$ cat src/rtl/cook_timer_pkg.sv
// Shared types and constants for the microwave cook timer: state encoding,
// BCD time record, segment patterns and the 99:59 ceiling.
`timescale 1ns/1ps
package cook_timer_pkg;

    typedef enum logic [2:0] {
        ST_IDLE  = 3'd0,
        ST_SET   = 3'd1,
        ST_RUN   = 3'd2,
        ST_PAUSE = 3'd3,
        ST_DONE  = 3'd4
    } state_e;

    typedef struct packed {
        logic [3:0] min_d1;
        logic [3:0] min_d0;
        logic [3:0] sec_d1;
        logic [3:0] sec_d0;
    } bcd_time_t;

    localparam bcd_time_t TIME_ZERO = 16'h0000;
    localparam bcd_time_t TIME_MAX  = 16'h9959;

    // Active-low segments, bit order gfedcba.
    localparam logic [6:0] SEG_0     = 7'b1000000;
    localparam logic [6:0] SEG_1     = 7'b1111001;
    localparam logic [6:0] SEG_2     = 7'b0100100;
    localparam logic [6:0] SEG_3     = 7'b0110000;
    localparam logic [6:0] SEG_4     = 7'b0011001;
    localparam logic [6:0] SEG_5     = 7'b0010010;
    localparam logic [6:0] SEG_6     = 7'b0000010;
    localparam logic [6:0] SEG_7     = 7'b1111000;
    localparam logic [6:0] SEG_8     = 7'b0000000;
    localparam logic [6:0] SEG_9     = 7'b0010000;
    localparam logic [6:0] SEG_BLANK = 7'b1111111;

endpackage

$ cat src/rtl/cook_timer_seg7_decode.sv
// BCD digit to active-low seven-segment pattern; non-decimal codes blank
// the digit rather than showing garbage.
`timescale 1ns/1ps
module seg7_decode
    import cook_timer_pkg::*;
(
    input  logic [3:0] bcd,
    output logic [6:0] seg
);

    // Pattern lookup for one digit.
    always_comb begin
        seg = SEG_BLANK;
        case (bcd)
            4'd0:    seg = SEG_0;
            4'd1:    seg = SEG_1;
            4'd2:    seg = SEG_2;
            4'd3:    seg = SEG_3;
            4'd4:    seg = SEG_4;
            4'd5:    seg = SEG_5;
            4'd6:    seg = SEG_6;
            4'd7:    seg = SEG_7;
            4'd8:    seg = SEG_8;
            4'd9:    seg = SEG_9;
            default: seg = SEG_BLANK;
        endcase
    end

endmodule

$ cat src/rtl/cook_timer.sv
// Microwave countdown core: MM:SS held as BCD, key handling, door interlock,
// one-second prescaler and completion pulse.
`timescale 1ns/1ps
module cook_timer
    import cook_timer_pkg::*;
#(
    parameter int TICK_DIV    = 100_000_000,
    parameter int QUICK_SEC10 = 3
) (
    input  logic       clk,
    input  logic       reset,
    input  logic       add_min,
    input  logic       add_sec10,
    input  logic       start,
    input  logic       stop,
    input  logic       door_open,
    output logic [3:0] min_d1,
    output logic [3:0] min_d0,
    output logic [3:0] sec_d1,
    output logic [3:0] sec_d0,
    output logic [6:0] display_min_D1,
    output logic [6:0] display_min_D0,
    output logic [6:0] display_sec_D1,
    output logic [6:0] display_sec_D0,
    output logic [2:0] state,
    output logic       magnetron_on,
    output logic       done
);

    localparam int              PW         = (TICK_DIV > 1) ? $clog2(TICK_DIV) : 1;
    localparam logic [PW-1:0]   PRESC_LAST = PW'(TICK_DIV - 1);
    localparam bcd_time_t       QUICK_TIME = {4'd0, 4'd0, 4'(QUICK_SEC10), 4'd0};

    function automatic logic minutes_full(input bcd_time_t t);
        return (t.min_d1 == TIME_MAX.min_d1) && (t.min_d0 == TIME_MAX.min_d0);
    endfunction

    function automatic bcd_time_t inc_min(input bcd_time_t t);
        bcd_time_t r;
        r = t;
        if (minutes_full(t)) begin
            r = t;
        end else if (t.min_d0 == 4'd9) begin
            r.min_d0 = 4'd0;
            r.min_d1 = t.min_d1 + 4'd1;
        end else begin
            r.min_d0 = t.min_d0 + 4'd1;
        end
        return r;
    endfunction

    // A 5->0 wrap of the tens-of-seconds needs a free minute, else no change.
    function automatic bcd_time_t inc_sec10(input bcd_time_t t);
        bcd_time_t r;
        r = t;
        if (t.sec_d1 == 4'd5) begin
            if (minutes_full(t)) begin
                r = t;
            end else begin
                r        = inc_min(t);
                r.sec_d1 = 4'd0;
            end
        end else begin
            r.sec_d1 = t.sec_d1 + 4'd1;
        end
        return r;
    endfunction

    function automatic bcd_time_t dec_sec(input bcd_time_t t);
        bcd_time_t r;
        r = t;
        if (t.sec_d0 != 4'd0) begin
            r.sec_d0 = t.sec_d0 - 4'd1;
        end else if (t.sec_d1 != 4'd0) begin
            r.sec_d0 = 4'd9;
            r.sec_d1 = t.sec_d1 - 4'd1;
        end else if (t.min_d0 != 4'd0) begin
            r.sec_d0 = 4'd9;
            r.sec_d1 = 4'd5;
            r.min_d0 = t.min_d0 - 4'd1;
        end else begin
            r.sec_d0 = 4'd9;
            r.sec_d1 = 4'd5;
            r.min_d0 = 4'd9;
            r.min_d1 = t.min_d1 - 4'd1;
        end
        return r;
    endfunction

    state_e         state_r, state_s;
    bcd_time_t      time_r, time_s;
    logic [PW-1:0]  presc_r, presc_s;
    logic           done_r, magnetron_r;
    logic           add_s, start_ok_s, tick_s;
    bcd_time_t      add_time_s, dec_time_s;

    assign add_s      = add_min | add_sec10;
    assign start_ok_s = start & ~door_open;
    assign tick_s     = (state_r == ST_RUN) && (presc_r == PRESC_LAST);
    assign add_time_s = add_min ? inc_min(time_r) : inc_sec10(time_r);
    assign dec_time_s = dec_sec(time_r);

    // Next state, next time and next prescaler value; one key action per cycle by priority.
    always_comb begin
        state_s = state_r;
        time_s  = time_r;
        presc_s = presc_r;
        case (state_r)
            ST_IDLE, ST_DONE: begin
                if (stop) begin
                    state_s = ST_IDLE;
                    time_s  = TIME_ZERO;
                end else if (start_ok_s) begin
                    state_s = ST_RUN;
                    time_s  = QUICK_TIME;
                end else if (add_s) begin
                    state_s = ST_SET;
                    time_s  = add_time_s;
                end else begin
                    state_s = state_r;
                end
            end
            ST_SET, ST_PAUSE: begin
                if (stop) begin
                    state_s = ST_IDLE;
                    time_s  = TIME_ZERO;
                end else if (start_ok_s) begin
                    state_s = ST_RUN;
                end else if (add_s) begin
                    time_s = add_time_s;
                end else begin
                    state_s = state_r;
                end
            end
            ST_RUN: begin
                if (stop || door_open) begin
                    state_s = ST_PAUSE;
                end else if (add_s) begin
                    time_s = add_time_s;
                end else if (tick_s) begin
                    time_s = dec_time_s;
                    if (dec_time_s == TIME_ZERO) begin
                        state_s = ST_DONE;
                    end else begin
                        state_s = ST_RUN;
                    end
                end else begin
                    state_s = ST_RUN;
                end
            end
            default: begin
                state_s = ST_IDLE;
                time_s  = TIME_ZERO;
            end
        endcase

        // An add that lands on the tick cycle wins; the tick is retried next cycle.
        if ((state_s == ST_RUN) && (state_r != ST_RUN)) begin
            presc_s = '0;
        end else if (state_r == ST_RUN) begin
            if (tick_s && add_s) begin
                presc_s = presc_r;
            end else if (tick_s) begin
                presc_s = '0;
            end else begin
                presc_s = presc_r + PW'(1);
            end
        end else begin
            presc_s = '0;
        end
    end

    // Registered state, time, prescaler and status outputs.
    always_ff @(posedge clk) begin
        if (reset) begin
            state_r     <= ST_IDLE;
            time_r      <= TIME_ZERO;
            presc_r     <= '0;
            done_r      <= 1'b0;
            magnetron_r <= 1'b0;
        end else begin
            state_r     <= state_s;
            time_r      <= time_s;
            presc_r     <= presc_s;
            done_r      <= (state_s == ST_DONE) && (state_r != ST_DONE);
            magnetron_r <= (state_s == ST_RUN);
        end
    end

    assign state        = state_r;
    assign min_d1       = time_r.min_d1;
    assign min_d0       = time_r.min_d0;
    assign sec_d1       = time_r.sec_d1;
    assign sec_d0       = time_r.sec_d0;
    assign magnetron_on = magnetron_r;
    assign done         = done_r;

    seg7_decode u_seg_min_d1 (.bcd(time_r.min_d1), .seg(display_min_D1));
    seg7_decode u_seg_min_d0 (.bcd(time_r.min_d0), .seg(display_min_D0));
    seg7_decode u_seg_sec_d1 (.bcd(time_r.sec_d1), .seg(display_sec_D1));
    seg7_decode u_seg_sec_d0 (.bcd(time_r.sec_d0), .seg(display_sec_D0));

endmodule

$ cat config.mk
export PLATFORM = sky130hd
export DESIGN_NAME = cook_timer
export DESIGN_NICKNAME = d
export VERILOG_FILES = /design/src/rtl/cook_timer_pkg.sv /design/src/rtl/cook_timer_seg7_decode.sv /design/src/rtl/cook_timer.sv
export SDC_FILE = /design/constraint.sdc
export NUM_CORES = 1
export LEC_CHECK = 0
export ABC_AREA = 1
export BUFFER_PORTS_ARGS = -buffer_cell sky130_fd_sc_hd__buf_2
export CORE_ASPECT_RATIO = 2
export CORE_MARGIN = 5
export CORE_UTILIZATION = 35
export CTS_CLUSTER_DIAMETER = 30
export DETAILED_ROUTE_END_ITERATION = 12
export SLEW_MARGIN = 20
export SYNTH_ARGS = -nofsm -noshare
export SYNTH_HDL_FRONTEND = slang
export SYNTH_SLANG_ARGS = --single-unit
$ cat constraint.sdc
create_clock -name clk -period 7.1 [get_ports clk]
set_input_delay 0 -clock clk [delete_from_list [all_inputs] [get_ports clk]]
set_output_delay 0 -clock clk [all_outputs]
set_load 0.1 [all_outputs]
==> flow_metrics.py <==
metrics = {
    "routing": {
        "vias": 5282,
        "drt_iter0_drc": 184,
        "antenna_left": 0,
        "via_per_inst": 4.92,
        "wl_per_cell_um": 13.8,
        "drc": 0,
        "wl_mm": 14.8,
        "drt_first_pass_iters": 4,
    },
    "worst_hold_path": {
        "holdCritPathClass": "in -> reg",
        "whs_path_depth": 7,
        "hp-start": "door_open",
        "hold-path-endpoint": "state[1]$_SDFF_PP0_",
    },
    "power": {
        "power_density_mw_per_mm2": 243,
        "power.internal_uw": 927,
        "swShare": 0.369,
        "p_comb_frac": 0.290,
        "switchingPower_uw": 541,
        "power_frac_seq": 0.320,
        "p_leak_uw": 0.00291,
        "peakVddDrop_v": 0.000241,
        "power_frac_clock": 0.390,
    },
    "setup_path": {
        "cp.arrival_ps": 3330,
        "cp_data_required_time_ps": 7320,
        "r2r_end": "u_seg_sec_d0.seg[3]$_DFF_P_",
        "rr_worst_depth": 13,
        "r2r_start": "state[1]$_SDFF_PP0_",
        "cp-start-kind": "flop",
        "r2r_slack_ps": 3990,
        "critPathKind": "reg -> reg",
        "path_max_fanout": 21,
        "critPathCaptureType": "flop",
    },
    "die": {
        "die_area_sq_mm": 0.0177,
        "core_area_sq_mm": 0.0148,
        "rows": 63,
        "pin_count": 56,
        "die_w_um": 96.6,
        "chipHeight_um": 183,
        "start_util": 0.354,
    },
    "layout": {
        "seqCellArea_sq_mm": 0.00152,
        "n_fill_cell": 1644,
        "multi_input_area_sq_mm": 0.00318,
        "syn_to_final_growth_pct": 15.1,
        "utilization": 0.408,
        "n_antenna_cell": 0,
        "fin_area_sq_mm": 0.00604,
        "nets": 911,
        "drive_above_1_share": 0.156,
    },
    "clocking": {
        "post_cts_buffers": 0,
        "cts_tree": "built",
        "htree_levels": 3,
        "numCtsBuffers": 9,
        "clk_pin_slew_ps": 60,
        "cts_hold_buf": 1,
        "clock_path_buffers": 2,
        "cts_root_buffer": "clkbuf_16",
        "postCtsResizedCells": 0,
        "cts.sinks": 76,
        "clk_latency_ps": 340,
    },
    "place": {
        "gp_congestion": 0.888,
        "dp_slack_ps": 3980,
        "post_dp_cell_area_sq_mm": 0.00566,
        "io_buffers": 55,
        "dpl.hpwl_mm": 11.8,
    },
    "timing": {
        "finClkSkew_ps": 8.47,
        "worst_pin_slew_ps": 876,
        "grt_setup_unrepaired": "no",
        "finalSetupViolCount": 0,
        "hold_violations": 0,
        "slew_headroom": 0.416,
        "setup_ws_ps": 3990,
        "finalMaxSlewViolations": 0,
        "fin_tns_setup_ps": 0,
        "period_minus_slack_ps": 3110,
        "timing.fmax_mhz": 321,
        "fin_crit_sh": 0.438,
    },
    "synthesis": {
        "synth_area_leaders": "dfxtp_1 (29%), nand2_1 (17%), nand3_1 (7.4%)",
        "synth_area_leader_cell": "dfxtp_1",
        "yosysSeqAreaShare": 0.290,
        "synth_common_cells": "nand2_1 (241), inv_1 (95), nor2_1 (84), nand3_1 (78), dfxtp_1 (76)",
        "ys.warnings.count": 0,
        "synth_area_sq_mm": 0.00525,
        "yosysMostFrequentCell": "nand2_1",
        "synth.distinct_cells": 41,
        "netlist_instances": 824,
        "syn_nets": 861,
        "async_flop_share": 0,
        "synth_edf_count": 0,
        "ys_ff_latch": 76,
        "synthFlopType": "dfxtp_1",
        "synth_top_area_frac": 0.290,
        "synth.avg_cell_area_sq_um": 6.37,
    },
    "outcome": {
        "outcome": "finished clean",
    },
    "job": {
        "max_cap_violations": 0,
    },
    "global_route": {
        "grt_max_degree": 31,
        "grt_overflow": 0,
        "antenna_found_initial": 0,
        "grt_pass1_vias": 5120,
        "grt.total_usage": 0.174,
        "grt_pass1_wl_mm": 23.8,
    },
}
==> per-layer routing <==
layer  vias up  global-route usage  routed length [um]
met1      2384               0.163                5330
li1       2736                   -                   -
met4         0               0.115                 786
met2       120               0.328                8250
met5         -                   0                   0
met3        42              0.0300                 437
==> how the worst max path moves through the flow <==
stage                     depth (start not counted)              startpoint                          end
after floorplan                                  18  sec_d1[0]$_SDFFE_PP0N_  u_seg_sec_d1.seg[3]$_DFF_P_
after global placement                           13     state[1]$_SDFF_PP0_  u_seg_sec_d0.seg[3]$_DFF_P_
after detailed placement                         13     state[1]$_SDFF_PP0_  u_seg_sec_d0.seg[3]$_DFF_P_
after CTS                                        13     state[1]$_SDFF_PP0_  u_seg_sec_d0.seg[3]$_DFF_P_
after global routing                             13     state[1]$_SDFF_PP0_  u_seg_sec_d0.seg[3]$_DFF_P_
final                                            13     state[1]$_SDFF_PP0_  u_seg_sec_d0.seg[3]$_DFF_P_
==> worst max-delay path, stage by stage, from the launching register on <==
cell,delay (ps)
dfxtp_1,350
inv_1,80
nor2_1,180
nand2_1,190
inv_1,550
nand3_2,210
nand3_4,230
inv_4,150
o21ai_0,240
nand2_1,180
ha_1,300
nand3b_1,180
nand3_1,110
nand2_1,60
==> layout by cell type (no fill, tap or decap), types with 3 or more instances in the layout <==
cell         n
inv_2       14
ha_1        30
o211ai_1     3
nand4_1     18
buf_2       55
nor2_1      84
o21ai_1      8
nand3_1     78
a21oi_1     38
nand2_2     20
nand2_1    241
nor4_1       4
nor2_2       7
xor2_1       6
inv_1       95
bufinv_16    4
nand3b_1     5
o21ai_0     33
nor3_1      11
xnor2_1      4
clkbuf_16    9
nand2_4      4
nand3_2      7
dfxtp_1     76
==> power groups by stage <==
| stage | sequential [uW] | clock, uW | combinational, uW |
|---|---|---|---|
| after floorplan | 650 | 0 | 183 |
| after global placement | 480 | 0 | 425 |
| after detailed placement | 479 | 0 | 425 |
| after CTS | 470 | 587 | 426 |
| after global routing | 473 | 605 | 460 |
| final | 470 | 572 | 425 |
==> layout make-up <==
cell class,instances,area share
Clock buffer,10,0.0396
Clock inverter,6,0.0224
Inverter,111,0.0694
Multi-Input combinational cell,618,0.527
Sequential cell,76,0.252
Tap cell,195,0.0404
Timing Repair Buffer,58,0.0497
==> stage by stage <==
stage	power, uW	cells	hold slack, ps
2_1_floorplan	833	824	284
3_3_place_gp	905	1057	313
3_5_place_dp	904	1057	315
4_1_cts	1480	1074	212
5_1_grt	1540	1074	260
6_report	1470	1074	234
==> logic make-up after synthesis <==
family                   count (synthesis)  synth area share
buffers and inverters                  130             0.104
flip-flops                              76             0.290
AO/OA/AOI/OAI                           91            0.0961
adder cells (fa/ha/maj)                 30            0.0715
XOR/XNOR                                10            0.0167
AND/OR/NAND/NOR                        487             0.422
==> sequential cells by signal, indices dropped and copies added (netlist names), 4 cells and up <==
register / cells
min_d1: 4
u_seg_sec_d1.seg: 7
u_seg_min_d0.seg: 7
sec_d0: 4
u_seg_sec_d0.seg: 7
sec_d1: 4
u_seg_min_d1.seg: 7
min_d0: 4
presc_r: 27
(Power assumes the default switching activity.)
